## config.mk

```make
export PLATFORM = sky130hd
export DESIGN_NAME = dma_peri_req
export DESIGN_NICKNAME = d
export VERILOG_FILES = /design/src/rtl/dma_peri_req.sv
export SDC_FILE = /design/constraint.sdc
export NUM_CORES = 1
export LEC_CHECK = 0
export CORE_MARGIN = 8
export CORE_UTILIZATION = 25
export CTS_BUF_LIST = sky130_fd_sc_hd__clkbuf_8
export DETAILED_ROUTE_END_ITERATION = 10
export GPL_TIMING_DRIVEN = 0
export PLACE_DENSITY = 0.53
export SETUP_SLACK_MARGIN = 0.5
export SYNTH_ARGS = -nofsm -noshare
export SYNTH_HDL_FRONTEND = slang
export SYNTH_SLANG_ARGS = --single-unit
```

## constraint.sdc

```tcl
create_clock -name clk_i -period 8.15 [get_ports clk_i]
set_clock_uncertainty 0.15 [all_clocks]
set_input_delay 2.0375 -clock clk_i [delete_from_list [all_inputs] [get_ports clk_i]]
set_output_delay 2.0375 -clock clk_i [all_outputs]
set_load 0.03 [all_outputs]
```

## src/rtl/dma_peri_req.sv

```systemverilog
// Peripheral-side DMA request generator: paces REQ/ACK bursts against the
// peripheral FIFO level and tracks the remaining words of one transfer.
module dma_peri_req #(
  parameter  int FIFO_DEPTH = 16,
  localparam int LVL_W      = $clog2(FIFO_DEPTH) + 1
) (
  input  logic             clk_i,
  input  logic             reset_i,
  input  logic             enable_i,
  input  logic             start_i,
  input  logic             dir_i,
  input  logic [15:0]      xfer_len_i,
  input  logic [3:0]       burst_i,
  input  logic [LVL_W-1:0] fifo_level_i,
  output logic             REQ_o,
  input  logic             ACK_i,
  input  logic             beat_i,
  output logic             busy_o,
  output logic             done_o,
  output logic [15:0]      remain_o,
  output logic             err_o
);

  localparam logic [2:0] S_IDLE     = 3'd0;
  localparam logic [2:0] S_WAIT_LVL = 3'd1;
  localparam logic [2:0] S_REQ      = 3'd2;
  localparam logic [2:0] S_XFER     = 3'd3;
  localparam logic [2:0] S_DONE     = 3'd4;

  logic [2:0]  state_q, state_d;
  logic [15:0] remain_q, remain_d;
  logic [15:0] burst_cnt_q, burst_cnt_d;
  logic [4:0]  burst_q, burst_d;
  logic        err_q, err_d;
  logic        abort_q, abort_d;
  logic        ack_pend_q, ack_pend_d;

  logic        beat_ok;
  logic        ack_err;
  logic        abort_now;
  logic        lvl_ok;
  logic [15:0] cur;
  logic [16:0] lvl_x;

  function automatic logic [15:0] min_burst(input logic [4:0] b, input logic [15:0] r);
    logic [15:0] bx;
    bx = {11'd0, b};
    return (bx < r) ? bx : r;
  endfunction

  assign cur   = min_burst(burst_q, remain_q);
  assign lvl_x = {{(17-LVL_W){1'b0}}, fifo_level_i};
  assign lvl_ok = dir_i ? ((lvl_x + {1'b0, cur}) <= 17'(FIFO_DEPTH))
                        : (lvl_x >= {1'b0, cur});

  // Words only move while the grant is live; anything else is a protocol error.
  assign beat_ok = beat_i && (burst_cnt_q != 16'd0) &&
                   ((state_q == S_XFER) || ((state_q == S_REQ) && ACK_i));

  // ACK lingering from the previous handshake (four-phase tail) is legal.
  assign ack_err = ACK_i && !ack_pend_q &&
                   ((state_q == S_IDLE) || (state_q == S_WAIT_LVL) || (state_q == S_DONE));

  assign abort_now = abort_q || !enable_i;

  always_comb begin
    state_d     = state_q;
    remain_d    = remain_q;
    burst_cnt_d = burst_cnt_q;
    burst_d     = burst_q;
    err_d       = err_q;
    abort_d     = abort_q;
    ack_pend_d  = ACK_i ? (ack_pend_q || (state_q == S_REQ)) : 1'b0;

    if (beat_i && !beat_ok) err_d = 1'b1;
    if (ack_err)            err_d = 1'b1;
    if (beat_ok) begin
      remain_d    = remain_q - 16'd1;
      burst_cnt_d = burst_cnt_q - 16'd1;
    end

    case (state_q)
      S_IDLE: begin
        abort_d = 1'b0;
        if (start_i && enable_i && !ack_err) begin
          err_d       = 1'b0;
          burst_d     = (burst_i == 4'd0) ? 5'd1 : {1'b0, burst_i};
          remain_d    = xfer_len_i;
          burst_cnt_d = 16'd0;
          state_d     = (xfer_len_i != 16'd0) ? S_WAIT_LVL : S_DONE;
        end
      end
      S_WAIT_LVL: begin
        if (!enable_i) begin
          state_d = S_IDLE;
        end else if (!ACK_i && lvl_ok) begin
          burst_cnt_d = cur;
          state_d     = S_REQ;
        end
      end
      S_REQ: begin
        if (!enable_i) abort_d = 1'b1;
        if (ACK_i)     state_d = S_XFER;
      end
      S_XFER: begin
        abort_d = abort_now;
        if (burst_cnt_d == 16'd0) begin
          if (abort_now)              state_d = S_IDLE;
          else if (remain_d == 16'd0) state_d = S_DONE;
          else                        state_d = S_WAIT_LVL;
        end
      end
      S_DONE:  state_d = S_IDLE;
      default: state_d = S_IDLE;
    endcase
  end

  always_ff @(posedge clk_i) begin
    if (reset_i) begin
      state_q     <= S_IDLE;
      remain_q    <= 16'd0;
      burst_cnt_q <= 16'd0;
      burst_q     <= 5'd1;
      err_q       <= 1'b0;
      abort_q     <= 1'b0;
      ack_pend_q  <= 1'b0;
    end else begin
      state_q     <= state_d;
      remain_q    <= remain_d;
      burst_cnt_q <= burst_cnt_d;
      burst_q     <= burst_d;
      err_q       <= err_d;
      abort_q     <= abort_d;
      ack_pend_q  <= ack_pend_d;
    end
  end

  assign REQ_o    = (state_q == S_REQ);
  assign busy_o   = (state_q != S_IDLE);
  assign done_o   = (state_q == S_DONE);
  assign remain_o = remain_q;
  assign err_o    = err_q;

endmodule
```

### Word-level counts from Yosys, hierarchy flattened

Cells that the tools add are included.

* input bits: 32
* memories: 0
* memory bits (read-only): 0
* RAM bits: 0
* bits in registers: 43
* latch bits: 0
* word-level logic and storage cells: 80
* output and inout port bits: 20

* add/sub/neg operators: 3
* bitwise gates (word level): 1
* multiplexer cells: 26
* shifts and indexed selects: 0
* magnitude comparators: 3
* equal/unequal tests: 9
* multipliers: 0
* reduce and logical (&&, ||, !) cells: 31
* divide/modulo/power cells: 0

Operator list (number)
* 2-to-1 mux 16 bit: 8
* zero test 16 bit: 2
* one-hot mux 16 bit (2 select lines): 1
* nonzero test 16 bit: 2
* subtractor 16 x 1 -> 16 bit (second input constant): 2
* 2-to-1 mux 3 bit: 8
* adder 5 x 16 -> 17 bit: 1
* <= comparator 17 x 5 -> 1 bit (second input constant): 1
* greater-or-equal comparator 5 x 16 -> 1 bit: 1
* < comparator 5 x 16 -> 1 bit: 1
* one-hot mux 3 bit (4 select lines): 1
* logical AND 1 bit: 9
* == test 3 x 2 -> 1 bit (second input constant): 2
* 2-to-1 mux 1 bit: 6
* inequality test 2 x 1 -> 1 bit (second input constant): 3
* nonzero test 3 bit: 2
* zero test 1 bit: 5
* logical OR 1 bit: 5
* zero test 4 bit: 1
* 2-to-1 mux 4 bit: 1
* AND reduction 2 bit: 2
* AND reduction 4 bit: 1
* == test 3 x 1 -> 1 bit (second input constant): 1
* == test 3 bit (second input constant): 1
* other kinds (6): 6

### Depth between registers and ports, before layout

* word-level depth: 10
* mapped depth: 18

### Worst setup path after synthesis

Ideal clock, no wire load.

* kind: flip-flop to flip-flop
* start point: register remain_q[4] (netlist: remain_o[4])
* end point: register burst_cnt_q[13]
* data arrival time: 4.179 ns
* setup time: 0.128 ns
* required time: 7.872 ns
* path slack: 3.694 ns
* path buffers: 2
* cell stages (with the launch flop): 18
* path through: dfxtp_1 clkbuf_1 or3_4 or4_1 nor4_1 nand3_1 nand2_1 ha_1 inv_1 fa_1 xor2_1 nand3_1 nor3b_1 o21ai_0 a31oi_1 or3_1 clkbuf_1 nor2_1

* longest elaborated chain between the ends: 9

RTL lines
* from (decl): RTL line 31 `logic [15:0] remain_q, remain_d;`
* from (signal assigned): RTL line 129 `remain_q <= remain_d;`
* < comparator 5 x 16 -> 1 bit: RTL line 48 `return (bx < r) ? bx : r;`
* 2-to-1 mux 16 bit (*): RTL line 48
* adder 5 x 16 -> 17 bit: RTL line 53 `assign lvl_ok = dir_i ? ((lvl_x + {1'b0, cur}) <= 17'(FIFO_DEPTH))`
* <= comparator 17 x 5 -> 1 bit: RTL line 53
* 2-to-1 mux 1 bit: RTL line 53
* logical AND 1 bit: RTL line 96 `end else if (!ACK_i && lvl_ok) begin`
* 2-to-1 mux 16 bit (*): RTL line 96
* 2-to-1 mux 16 bit (*): RTL line 94 `if (!enable_i) begin`
* one-hot mux 16 bit (2 select lines) (*): RTL line 82 `case (state_q)`
* to (signal assigned): RTL line 130 `burst_cnt_q <= burst_cnt_d;`
* to (decl): RTL line 32 `logic [15:0] burst_cnt_q, burst_cnt_d;`

Every way passes the cells marked *; elsewhere a longest branch is shown, timed or not.
A chain may end at the register's enable or synchronous reset.

### Worst setup path in the final report

* start point: register remain_q[4] (netlist: remain_o[4])
* end point: register burst_cnt_q[10]

Same word-level chain as after synthesis.

==> results.md <==
* Worst-path cell chain: clkbuf_1 -> or3_4 -> or4_1 -> nor4_1 -> nand3_1 -> nand2_1 -> ha_1 -> inv_1 -> fa_1 -> xor2_1 -> nand3_1 -> nor3b_1 -> o21ai_0 -> a31oi_1 -> or3_1 -> clkbuf_1 -> nor2b_1
* Hold WC Path Type: reg -> reg
* Peak VDD IR at between 0.07 and 0.08 mV
* Count of flip-flops with a built-in enable after synthesis at 0
* Area delta synth->final at 26.40%
* Longest Clk Path Bufs at 2
* Setup CP Type: reg -> reg
* Non-Filler Instances at 638
* P per Cell Area at 177.2 nW/um^2
* Post-Synth Simple-Gate Area at approximately 34%
* IO Count at 52
* Slew @ Worst Pin at 1.036 ns
* Max-cap violations at 0
* Die height at between 100 and 150 microns
* Sequential Area at roughly 840 sq um
* Hold buffers post-CTS at 0
* Syn Area/Cell at slightly below 8 sq um
* WL per Instance at 15.11 microns
* Final period util at 66.42%
* GP Congestion at a little under 0.9
* Crit-path leading delay family: simple AND/OR/NAND/NOR gates
* Status: finished, final reports clean
* CTS sink count at 42
* Startpoint Class: register
* Global-route wire length before repair at approximately 16000 microns
* Synth cell types at 70
* Fin crit period at 5.414 ns
* RR Startpoint: remain_o[4]$_SDFF_PP0_
* Final wirelength at between 9000 and 10000 microns
* XOR/XNOR share of the synthesized area at 6.669%
* ANT cells at 0
* Critical path buffer and inverter count at 3
* Placed Cells at 630
* Worst Hold Margin at 0.3378 ns
* FFs w/ async S/R, synth at 0%
* Final hold vios at 0
* Port Buffer Count at a little over 50
* Overall routing resource usage at between 10% and 20%
* Flops & latches, synth at 42
* Post-Syn Nets at 455
* Antenna Nets Post-Route at 0
* Most frequent cells in the layout: 51 x clkdlybuf4s50_1, 48 x nor2_1, 42 x dfxtp_1, 29 x nand2_1
* Rows at just over 40
* Hpwl dp at ~7600 microns
* Setup bufs post-CTS at 0
* Compound-gate portion of the synthesized area at between 20 and 25%
* Starting DRC count in detailed routing at about 140
* TritonRoute pass-1 iters at 4
* Drt via density at 5.000
* Pin count of the biggest net entering global routing at 13
* Clk pin slew, worst setup/hold paths at about 0.080 ns
* RSZ-0062 raised after global routing: false
* Share of layout cells above drive strength 1 at around 6%
* Max stage delay on crit path at between 0.6 and 0.7 ns
* Initial Util at between 20% and 30%
* Post-synthesis mux area share at less than 1%
* Seq/Total Area, Yosys at between 20% and 30%
* CORE AREA at ~12000 sq um
* Crit-path max FO at 10
* FILL cells at between 1000 and 1500
* Worst skew pair latency at 0.30 ns
* Most common cell after layout, fill and taps aside: clkdlybuf4s50_1
* Largest family of logic cells by synthesized area: simple AND/OR/NAND/NOR gates
* Crit end category: register
* Leak at ~1.4 nW
* H-Tree Depth at 2
* CTS buffer count at 5
* Final setup fails at 0
* Drt drc at 0
* Synth warn at 0
* Final Max Slew Viols at 0
* Utilization after layout at between 30% and 40%
* Post-Synth Adder-Cell Area at 6.590%
* Die area at approximately 16000 sq um
* Antenna violations before repair at 0
* Synthesized netlist cell count at 407
* Total gr overflow at 0
* Die width at between 100 and 150 microns
* Slew Limit Headroom at a little under a third
* Required @ worst endpoint at approximately 8.2 ns
* Main flop type after synthesis: dfxtp_1
* Final nets at approximately 500
* Multi-input gate area at 2177 sq um
* Syn Std Cell Area at ~3200 sq um
* Slowest cell on crit path: nor4_1
* Critical Path AT at 5.44 ns
* Crit path from: remain_o[4]$_SDFF_PP0_
* CTS tree: built
* Setup Total Neg Slack at 0 ns
* Via count at around 3200
* Root Buffer: clkbuf_8
* Vias in the first global route at about 3200
* Hold Path Origin: burst_q[2]$_SDFFE_PP0P_
* Cts repair resizes at 0
* F_max at 184.7 MHz
Yosys cell counts, types with 9 or more instances:
library cell	count	area share (%)
o21ai_0	17	2.7
clkbuf_1	10	1.2
nor3_1	20	3.2
or3_1	10	2.0
inv_1	17	2.0
nor2_1	48	5.7
nand3_1	10	1.6
nor4_1	9	1.8
a211oi_1	20	4.8
or4_1	9	2.1
nand2_1	29	3.5
ha_1	15	6.0
xor2_1	10	2.8
xnor2_1	14	3.9
dfxtp_1	42	27
a21oi_1	18	2.9
registers in the layout, indices dropped and copies added (netlist names):
| register | cells |
|---|---|
| burst_cnt_q | 16 |
| remain_o | 16 |
| burst_q | 4 |
| state_q | 3 |
| abort_q | 1 |
| ack_pend_q | 1 |
| err_o | 1 |
layer usage:
metal / wire [microns] / track usage, % / up-vias / share of wire (%)
met5: 0 / 0 / - / 0
met4: 122 / 3.636 / 0 / 1.3
met3: 410 / 2.537 / 10 / 4.3
met2: 4298 / 18.79 / 82 / 45
met1: 4809 / 15.55 / 1480 / 50
li1: - / - / 1618 / -
worst min-delay path: stages (launching register included):
cell     delay, ns
dfxtp_1       0.33
nand2_1       0.06
a21oi_1       0.05
report_power, final:
group	internal [mW]	switching, mW	total [mW]
Clock	0.0894	0.0757	0.165
Sequential	0.220	0.0217	0.242
Combinational	0.123	0.176	0.299
cell type report:
type	count	area share, %
Multi-Input combinational cell	333	54.65
Sequential cell	42	21.11
Timing Repair Buffer	51	12.81
Tap cell	172	5.402
Buffer	15	1.759
Clock buffer	5	1.727
Inverter	17	1.602
Clock inverter	3	0.9422
metrics by stage:
step	total power, mW	cell area [sq um]	setup slack (ns)
after floorplan	0.4434	3152	3.694
after global placement	0.5405	3877	2.728
after detailed placement	0.5438	3877	2.638
after CTS	0.7100	3984	2.680
after global routing	0.7527	3984	2.162
final	0.7060	3984	2.736
cells by family after synthesis:
family | count (synthesis)
compound gates | 94
xor+xnor | 24
fa+ha+maj | 16
buf+inv | 32
flops | 42
mux | 2
other cells | 2
simple gates | 195
final timing paths:
path                                end  slack (ns)  cells after the start
min reg2reg     burst_q[2]$_SDFFE_PP0P_        0.34                      2
max          burst_cnt_q[10]$_SDFF_PP0_        2.74                     17
min             burst_q[2]$_SDFFE_PP0P_        0.34                      2
max reg2reg  burst_cnt_q[10]$_SDFF_PP0_        2.74                     17
Power figures use the tool's default switching activity.
==> RTL change, RTL diff (same flow settings) <==
Set the parameter `FIFO_DEPTH` to 32 (it was 16).
--- a/src/rtl/dma_peri_req.sv
+++ b/src/rtl/dma_peri_req.sv
@@ -1,7 +1,7 @@
 // Peripheral-side DMA request generator: paces REQ/ACK bursts against the
 // peripheral FIFO level and tracks the remaining words of one transfer.
 module dma_peri_req #(
-  parameter  int FIFO_DEPTH = 16,
+  parameter  int FIFO_DEPTH = 32,
   localparam int LVL_W      = $clog2(FIFO_DEPTH) + 1
 ) (
   input  logic             clk_i,
Ports: changed (resized fifo_level_i); port bits go from 52 to 53. The function was not compared with the original's and may differ.
==> RTL change against the original RTL <==
- final cell count down 9.1%
- design area down 5.6%
- wire length down 9.3%
- largest cell class unchanged
- sequential cell count unchanged
- synthesized area down 5.8%
- setup slack worse by 0.14 ns
Power is not compared: it rests on default switching activity, and its combinational part moved more than twofold at a synthesized area within 25%.
==> RTL change: results (changes against the original RTL) <==
status -> completed (unchanged)
Metal-1 WL -> 4430 um (was 4810 um)
met2 wire len -> 3750 um (was 4300 um)
FF-to-FF path depth -> 16 (was 17)
RR Endpoint -> burst_cnt_q[15]$_SDFF_PP0_ (was burst_cnt_q[10]$_SDFF_PP0_)
sequential element share of the synthesized area -> 28.3% (was 26.7%)
later-pin clock latency in the skew report -> 0.30 ns (about the same)
FILL cells -> 1,298 (was 1,341)
multi-input combinational cell count -> 308 (was 333)
first-pass GRT wire length -> 14,700 um (was 15,800 um)
multi-input logic area -> 2030 um^2 (was 2180 um^2)
wire per inst -> 15.1 um (about the same)
Signal buf overhead -> 15.2% (was 14.6%)
seq_cells -> 42 (unchanged)
Post-DP Area -> 3670 um^2 (was 3880 um^2)
Final nets -> 487 (was 513)
CTS clk-pin slew, worst paths -> 0.09 ns
met3 Usage GRT -> 2.85% (was 2.54%)
post-synth cell types -> 67 (was 70)
dpl hpwl -> 6910 um (was 7590 um)
pin count of the biggest net entering global routing -> 14 (was 13)
clock-cell share of area -> 2.30% (was 2.67%)
Worst Path Arrival -> 5.60 ns (was 5.44 ns)
hold_sp -> burst_q[3]$_SDFFE_PP0P_ (was burst_q[2]$_SDFFE_PP0P_)
M1 GR Usage -> 15.2% (was 15.5%)
CP max-delay cell -> o21ai_0 (was nor4_1)
R2R Path Start -> remain_o[6]$_SDFF_PP0_ (was remain_o[4]$_SDFF_PP0_)
vias in the first global route -> 2,981 (was 3,214)
layout cells sized above 1 -> 6.18% (was 6.01%)
synth top area cells -> dfxtp_1 (28%), nor2_1 (7.6%), ha_1 (7.2%) (was dfxtp_1 (27%), ha_1 (6.0%), nor2_1 (5.7%))
Vias/cell -> 5.03 (was 5.00)
FF-to-FF setup slack -> 2.60 ns (was 2.74 ns)
# placed instances -> 572 (was 630)
DP Worst Slack -> 2.40 ns (was 2.64 ns)
worst rel slew slack -> 44.4% (was 30.3%)
WHS -> 0.330 ns (was 0.338 ns)
total wire length -> 8740 um (was 9640 um)
Iteration-0 DRC Markers -> 131 (was 135)
Hold Path Sink -> burst_q[3]$_SDFFE_PP0P_ (was burst_q[2]$_SDFFE_PP0P_)
gp weighted congestion -> 0.875 (was 0.877)
buffers added on ports -> 52 (was 51)
GRT Util Overall -> 11.3% (was 11.8%)
Post-synth top cells -> nor2_1 (60), dfxtp_1 (42), nand2_1 (30) (was nor2_1 (48), dfxtp_1 (42), nand2_1 (29))
Crit path largest cell delay -> 0.72 ns (was 0.63 ns)
syn_area_per_cell -> 7.91 um^2 (was 7.74 um^2)
Logic inverters -> 15 (was 17)
Non-CTS buffers -> 64 (was 66)
[RTL change: cell count changes in the layout (fill, tap and decap cells not counted), moves of 4 or more]
cell	change
nor2_1	+12
or4_1	-6
a211oi_1	-5
nor3_1	-5
or3_1	-5
nand4b_1	-4
o21ai_0	-4
xnor2_1	+4
[RTL change: logic make-up (layout without fill, tap and decap cells)]
kind of cell             after synthesis  in the layout  share of synthesized area (%)
flip-flops                            42             42                           28.3
AO/OA/AOI/OAI                         75             75                           17.4
multiplexers                           4              4                           1.39
AND/OR/NAND/NOR                      180            180                           33.3
other                                  2              4                          0.253
adder cells (fa/ha/maj)               18             18                           7.84
buffers and inverters                 27             87                           3.58
XOR/XNOR                              27             27                           7.97
[RTL change: worst max path at each step]
stage                     depth (start not counted)                    endpoint              startpoint  slack (ns)
after CTS                                        16  burst_cnt_q[15]$_SDFF_PP0_  remain_o[6]$_SDFF_PP0_        2.51
after global routing                             16   burst_cnt_q[9]$_SDFF_PP0_  remain_o[6]$_SDFF_PP0_        2.16
after floorplan                                  16   burst_cnt_q[8]$_SDFF_PP0_  remain_o[6]$_SDFF_PP0_        3.55
final                                            16  burst_cnt_q[15]$_SDFF_PP0_  remain_o[6]$_SDFF_PP0_        2.60
after global placement                           12   burst_cnt_q[6]$_SDFF_PP0_         fifo_level_i[0]        2.44
after detailed placement                         12   burst_cnt_q[9]$_SDFF_PP0_         fifo_level_i[0]        2.40
[RTL change: report_power, final]
part	switching, W	internal, W	total (W)
Sequential	0.00000818	0.000211	0.000220
Clock	0.0000769	0.0000593	0.000136
Combinational	0.0000721	0.0000587	0.000131
Total	0.000157	0.000329	0.000487
